==> src/rtl/router_pkg.sv <==
// Shared types and default widths for the mesh router input stage.
package router_pkg;

    localparam int unsigned COORD_W     = 30;
    localparam int unsigned PORT_W      = 30;
    localparam int unsigned FLIT_DATA_W = 64;

    typedef enum logic [1:0] {
        FlitBody     = 2'b00,
        FlitHead     = 2'b01,
        FlitTail     = 2'b10,
        FlitHeadTail = 2'b11
    } flit_type_e;

    typedef enum logic [1:0] {
        StIdle,
        StRoute,
        StActive
    } iu_state_e;

    typedef struct packed {
        flit_type_e             ftype;
        logic [FLIT_DATA_W-1:0] data;
    } flit_t;

    // Type codes: bit 0 marks a packet opener, bit 1 marks a packet closer.
    function automatic logic is_head(flit_type_e t);
        return t[0];
    endfunction

    function automatic logic is_tail(flit_type_e t);
        return t[1];
    endfunction

endpackage

==> src/rtl/router_iu_fifo.sv <==
// Synchronous flit FIFO for the router input unit; head entry is read combinationally.
module router_iu_fifo #(
    parameter int unsigned DEPTH  = 4,
    parameter type         flit_t = router_pkg::flit_t
) (
    input  logic  clk,
    input  logic  rst,
    input  logic  push_i,
    input  logic  pop_i,
    input  flit_t wdata_i,
    output logic  full_o,
    output logic  empty_o,
    output flit_t head_o
);

    localparam int unsigned PtrW = $clog2(DEPTH);

    flit_t           mem_q [DEPTH];
    logic [PtrW-1:0] wr_ptr_q, wr_ptr_d;
    logic [PtrW-1:0] rd_ptr_q, rd_ptr_d;
    logic [PtrW:0]   count_q, count_d;
    logic            do_push, do_pop;

    always_comb begin
        full_o   = (count_q == (PtrW + 1)'(DEPTH));
        empty_o  = (count_q == '0);
        do_push  = push_i & ~full_o;
        do_pop   = pop_i & ~empty_o;
        // DEPTH is a power of two, so the pointers wrap on their own.
        wr_ptr_d = wr_ptr_q + PtrW'(do_push);
        rd_ptr_d = rd_ptr_q + PtrW'(do_pop);
        count_d  = count_q + (PtrW + 1)'(do_push) - (PtrW + 1)'(do_pop);
    end

    always_ff @(posedge clk or posedge rst) begin
        if (rst) begin
            wr_ptr_q <= '0;
            rd_ptr_q <= '0;
            count_q  <= '0;
        end else begin
            wr_ptr_q <= wr_ptr_d;
            rd_ptr_q <= rd_ptr_d;
            count_q  <= count_d;
        end
    end

    always_ff @(posedge clk) begin
        if (do_push) begin
            mem_q[wr_ptr_q] <= wdata_i;
        end
    end

    assign head_o = mem_q[rd_ptr_q];

endmodule

==> src/rtl/router_input_unit.sv <==
// Mesh router per-port input stage: buffers flits, routes the head, streams the packet out.
// Define ROUTER_IU_CREDIT_EN for a credit-based upstream instead of valid/ready.
module router_input_unit #(
    parameter int unsigned DATA_W  = 64,
    parameter int unsigned COORD_W = router_pkg::COORD_W,
    parameter int unsigned PORT_W  = router_pkg::PORT_W,
    parameter int unsigned DEPTH   = 4
) (
    input  logic               clk,
    input  logic               rst,
    input  logic               in_valid,
`ifdef ROUTER_IU_CREDIT_EN
    output logic               in_credit,
`else
    output logic               in_ready,
`endif
    input  logic [1:0]         in_type,
    input  logic [DATA_W-1:0]  in_data,
    output logic [COORD_W-1:0] route_dest_x,
    output logic [COORD_W-1:0] route_dest_y,
    input  logic [PORT_W-1:0]  route_outport,
    output logic               out_valid,
    input  logic               out_ready,
    output logic [1:0]         out_type,
    output logic [DATA_W-1:0]  out_data,
    output logic [PORT_W-1:0]  out_port,
    output logic               err_orphan,
    output logic               err_overflow
);

    import router_pkg::*;

    typedef struct packed {
        flit_type_e        ftype;
        logic [DATA_W-1:0] data;
    } iu_flit_t;

    iu_flit_t          wr_flit, head, head_vis;
    logic              fifo_full, fifo_empty;
    logic              push, pop, orphan;
    iu_state_e         state_q, state_d;
    logic [PORT_W-1:0] port_q, port_d;

    assign wr_flit = '{ftype: flit_type_e'(in_type), data: in_data};

    router_iu_fifo #(
        .DEPTH  (DEPTH),
        .flit_t (iu_flit_t)
    ) u_fifo (
        .clk     (clk),
        .rst     (rst),
        .push_i  (push),
        .pop_i   (pop),
        .wdata_i (wr_flit),
        .full_o  (fifo_full),
        .empty_o (fifo_empty),
        .head_o  (head)
    );

    always_comb begin
        state_d   = state_q;
        port_d    = port_q;
        pop       = 1'b0;
        orphan    = 1'b0;
        out_valid = 1'b0;
        unique case (state_q)
            StIdle: begin
                if (!fifo_empty) begin
                    if (is_head(head.ftype)) begin
                        state_d = StRoute;
                    end else begin
                        pop    = 1'b1;
                        orphan = 1'b1;
                    end
                end
            end
            StRoute: begin
                port_d  = route_outport;
                state_d = StActive;
            end
            StActive: begin
                out_valid = !fifo_empty;
                if (out_valid && out_ready) begin
                    pop = 1'b1;
                    if (is_tail(head.ftype)) begin
                        state_d = StIdle;
                    end
                end
            end
            default: state_d = StIdle;
        endcase
    end

    always_ff @(posedge clk or posedge rst) begin
        if (rst) begin
            state_q <= StIdle;
            port_q  <= '0;
        end else begin
            state_q <= state_d;
            port_q  <= port_d;
        end
    end

    // Unwritten FIFO storage must never leak out while empty.
    assign head_vis     = fifo_empty ? '0 : head;
    assign route_dest_x = head_vis.data[COORD_W-1:0];
    assign route_dest_y = head_vis.data[2*COORD_W-1:COORD_W];
    assign out_type     = head_vis.ftype;
    assign out_data     = head_vis.data;
    assign out_port     = port_q;
    assign err_orphan   = orphan;

`ifdef ROUTER_IU_CREDIT_EN
    logic credit_q, credit_d;

    assign push         = in_valid & ~fifo_full;
    assign err_overflow = in_valid & fifo_full;

    always_comb begin
        credit_d = pop;
    end

    always_ff @(posedge clk or posedge rst) begin
        if (rst) begin
            credit_q <= 1'b0;
        end else begin
            credit_q <= credit_d;
        end
    end

    assign in_credit = credit_q;
`else
    assign in_ready     = ~fifo_full;
    assign push         = in_valid & ~fifo_full;
    assign err_overflow = 1'b0;
`endif

endmodule
==> config.mk <==
export PLATFORM = sky130hd
export DESIGN_NAME = router_input_unit
export DESIGN_NICKNAME = d
export VERILOG_FILES = /design/src/rtl/router_pkg.sv /design/src/rtl/router_iu_fifo.sv /design/src/rtl/router_input_unit.sv
export SDC_FILE = /design/constraint.sdc
export NUM_CORES = 1
export LEC_CHECK = 0
export BUFFER_PORTS_ARGS = -buffer_cell sky130_fd_sc_hd__buf_2
export CAP_MARGIN = 0
export CORE_MARGIN = 4
export CORE_UTILIZATION = 40
export CTS_CLUSTER_SIZE = 28
export DETAILED_ROUTE_END_ITERATION = 7
export MAX_ROUTING_LAYER = met4
export SYNTH_ARGS = -nofsm -noshare
export SYNTH_HDL_FRONTEND = slang
export SYNTH_HIERARCHICAL = 1
export SYNTH_SLANG_ARGS = --single-unit
==> constraint.sdc <==
create_clock -name clk -period 7.87 [get_ports clk]
set_input_delay 1.1805 -clock clk [delete_from_list [all_inputs] [get_ports clk]]
set_output_delay 1.1805 -clock clk [all_outputs]
set_load 0.1 [all_outputs]
Word-level counts from Yosys, hierarchy flattened

Memory sizes are Yosys's and may differ from the RTL's.
Cells that the tools add are included.

Bits in latches: 0
Logic and storage cells: 41
Flip-flop bits (word level): 39
Bits of input ports: 100
Output and inout port bits: 160
Memory bits (writable): 264
Memories: 1
ROM bits: 0

Add/subtract/negate cells: 4
Bitwise gates (word level): 5
Muxes and demuxes: 14
Magnitude comparators: 0
Multipliers: 0
Shift-type cells: 0
Div/mod/pow operators: 0
Reduce and logical (&&, ||, !) cells: 5
Equality and inequality tests: 7

Memories:

| name         | depth | width | read ports | clocked after memory_dff | write ports | RTL line             | text |
|---|---|---|---|---|---|---|---|
| u_fifo.mem_q | 4     | 66    | 1          | 0                        | 1           | router_iu_fifo.sv:18 | `flit_t mem_q [DEPTH];` |

Operators by type and width:

| operator                                                         | count |
|---|---|
| 66-bit 2-to-1 mux                                                | 1 |
| 2-bit 2-to-1 mux                                                 | 4 |
| 2-bit != test (second input constant)                            | 4 |
| 1-bit 2-to-1 mux                                                 | 7 |
| 2-bit one-hot mux with 3 select lines                            | 1 |
| 2-bit by 1-bit adder with 2-bit output                           | 2 |
| 4-bit AND reduction                                              | 1 |
| 3-bit by 1-bit adder with 3-bit output                           | 1 |
| 1-bit AND                                                        | 3 |
| 3-bit == test (second input constant)                            | 1 |
| 3-bit zero test                                                  | 1 |
| 3-bit by 1-bit subtractor with 3-bit output                      | 1 |
| 2-bit by 1-bit == test with 1-bit output (second input constant) | 1 |
| 2-bit == test (second input constant)                            | 1 |
| 2-bit zero test                                                  | 1 |
| 1-bit inverter                                                   | 2 |
| 1-bit one-hot mux with 2 select lines                            | 1 |
| 1-bit logical AND                                                | 1 |
| 1-bit zero test                                                  | 1 |

Longest topological paths before layout

Depth after elaboration: 7
Gate-level depth with buffers: 12
Depth with buffers taken out: 9

Cells and area by module

Netlist, hierarchy kept.

Modules (own cells, without submodules):

| module            | seq. area each (µm²) | instances | cells each | area each (µm²) |
|---|---|---|---|---|
| router_iu_fifo    | 8102.8               | 1         | 380        | 9942.0 |
| router_input_unit | 800.8                | 1         | 214        | 2307.2 |

Least setup slack after synthesis

OpenSTA, ideal clock, no wires.

Path kind: input -> register
Start: in in_valid
End: mem u_fifo/mem_q[1][0] in the netlist's numbering, enable pin
Path buffers: 0
Setup time: 0.676 ns
Required time: 7.194 ns
Path slack: -1.143 ns
Cell stages on the path: 3
Arrival time: 8.337 ns
Cell sequence: nor2b_1 > inv_1 > nor4b_1

Longest elaborated chain between the ends: 4

RTL lines:

| item                                   | RTL line                 | text |
|---|---|---|
| start, declared                        | router_input_unit.sv:11  | `input logic in_valid,` |
| 1-bit AND                              | router_input_unit.sv:134 | `assign push = in_valid & ~fifo_full;` |
| 1-bit AND                              | router_iu_fifo.sv:27     | `do_push = push_i & ~full_o;` |
| 1-bit 2-to-1 mux                       | router_iu_fifo.sv:48     | `if (do_push) begin` |
| 1-bit 2-to-1 mux (not written as such) | router_iu_fifo.sv:49     | `mem_q[wr_ptr_q] <= wdata_i;` |
| end, declared                          | router_iu_fifo.sv:18     |  |

Every way passes these cells.

==> results.md <==
* Count of state elements after synthesis at 303
* Post-Syn Area at 12200 um2
* Crit path kind: reg -> out
* Flop2flop setup slack at 4.10 ns
* Area of the core at 30000 um2
* Hold path cells at 1
* Fin util at 0.484
* Status: completed
* Total CTS buffers at 31
* Post-Place Setup Slack at 3.85 ns
* Ys async rst share at 0.129
* Num Clock Sinks at 303
* Max cap viols at 0
* Number of port buffers at 258
* Die H at 183 um
* I/O pin count at 260
* Post-synthesis sequential area ratio at 0.727
* Root buffer cell: clkbuf_16
* Largest net degree at the start of global routing at 68
* Setup ws final at 3.42 ns
* Worst path required time at 6.69 ns
* Worst rel slew slack at 0.302
* Layout cell share with drive strength beyond 1 at 0.515
* Dpl cell area at 13500 um2
* Rows at 63
* CP Max Fanout at 38
* Die area at 33500 um2
* Fin nets at 911
* First-pass GRT wire length at 36000 um
* Routed Antenna Nets at 0
* Final hold slack at 0.502 ns
* Die W at 183 um
* RSZ-0062 raised after global routing: false
* Synth Flop Type: edfxtp_1
* Worst slew pin tran at 1.05 ns
* Vias post-DR at 5909
* CP Capture Type: output port
* Fin crit share at 0.565
* Fin area at 14500 um2
* Post-layout min period at 4.45 ns
* Reg2Reg Depth at 9
* DRC viols at 0
* Commonest non-fill, non-tap cell in the layout: edfxtp_1
* Final HPWL DP at 14100 um
* Setup-failing EPs final at 0
* Setup Fix Bufs, Post-CTS at 0
* Skew-Pair Late Insertion Delay at 0.55 ns
* CTS tree: built
* Initial DRC Count at 291
* P&R area growth vs syn at 18.4%
* Pre-antenna DRT Iters at 4
* Vias in the first global route at 6175
* Cells after synthesis at 594
* Synthesized net count at 697
* GPL Wtd Cong at 0.707
* Hold WC Path Type: reg -> reg
* Initial antenna violation count at 1
* Clock Skews at 0.0180 ns
* Max Fclk at 225 MHz
* Post_cts resized at 0
* Via density at 4.83
* Post-CTS Hold Buffers at 0
* H-tree depth at 1
* Yosys warns at 6
* Crit start category: flip-flop
* Most frequent cells in the layout: edfxtp_1, buf_2, nor2b_1, mux4_2, dfrtp_1
* Clock-pin slew on the worst setup and hold paths at 0.06 ns
* Total track usage at 0.141
* Initial Util at 0.409
* GRT overflow at 0
* Final Hold Fails at 0
* Longest Clk Path Bufs at 3
* Worst path arrival time at 3.27 ns
* Syn avg cell area at 20.6 um2
* Post-synth EDFFs at 264
* WL final at 23400 um
* Fin. max-slew vios at 0
* Wire per inst at 19.1 um
* Synth unique cells at 33
-- Yosys cell counts, drive strengths merged (2+ instances only) --
| master | n | area share |
|---|---|---|
| a211oi | 2 | 0.0012 |
| buf | 82 | 0.055 |
| clkbuf | 7 | 0.0021 |
| dfrtp | 39 | 0.080 |
| edfxtp | 264 | 0.65 |
| ha | 2 | 0.0020 |
| inv | 6 | 0.0018 |
| mux2 | 30 | 0.037 |
| mux4 | 66 | 0.12 |
| nand2 | 2 | 0.00061 |
| nor2b | 67 | 0.034 |
| nor3 | 2 | 0.00082 |
| nor3b | 2 | 0.0016 |
| nor4 | 2 | 0.0010 |
| nor4b | 4 | 0.0029 |
| xnor2 | 4 | 0.0029 |
| xor2 | 2 | 0.0014 |
-- state kept, by name, indices dropped and copies added, names as in the netlist --
register,flops
u_fifo/count_q,3
out_port,30
u_fifo/rd_ptr_q,2
state_q,2
u_fifo/wr_ptr_q,2
u_fifo/mem_q,264
-- final cells by class --
cell class                      instances  area (um2)
Antenna cell                            1        2.50
Clock buffer                           41         866
Clock inverter                         17         176
Fill cell                            2570       15400
Inverter                                6        22.5
Multi-Input combinational cell        196        2660
Sequential cell                       303        8910
Tap cell                              390         488
Timing Repair Buffer                  270        1380
-- layer usage --
layer / GRT usage / wire length, um
met1: 0.195 / 10100
met2: 0.218 / 11200
met3: 0.0280 / 1600
met4: 0.0340 / 448
met5: - / 0
-- critical path, stage by stage (launching register included) --
cell     delay (ns)
dfrtp_4        0.96
buf_4          0.65
mux4_2         0.61
nor2b_1        0.16
buf_2          0.31
-- final timing paths --
kind / end / start
min reg2reg: out_port[3] / out_port[3]
max reg2reg: u_fifo/count_q[2] / u_fifo/rd_ptr_q[0]
max: route_dest_x[6] / u_fifo/rd_ptr_q[0]
min: out_port[3] / out_port[3]
max in group asynchronous: out_port[1] / rst
min in group asynchronous: u_fifo/wr_ptr_q[1] / rst
-- logic make-up (layout without fill, tap and decap cells) --
| logic type | after synthesis | after routing | synth area share |
|---|---|---|---|
| buffers and inverters | 95 | 334 | 0.0585 |
| adder cells (fa/ha/maj) | 3 | 3 | 0.00368 |
| AND/OR/NAND/NOR | 82 | 82 | 0.0431 |
| AO/OA/AOI/OAI | 8 | 8 | 0.00511 |
| multiplexers | 96 | 96 | 0.158 |
| other | 1 | 2 | 0.000306 |
| XOR/XNOR | 6 | 6 | 0.00429 |
| flip-flops | 303 | 303 | 0.727 |
-- through the flow --
step / TNS [ns] / instances
2_1_floorplan: -193.34 / 594
3_3_place_gp: 0 / 1165
3_5_place_dp: 0 / 1165
4_1_cts: 0 / 1223
5_1_grt: 0 / 1224
6_report: 0 / 1224
Power is not shown: default switching activity piles up to over one toggle a cycle in this logic, so the estimate is an artifact.
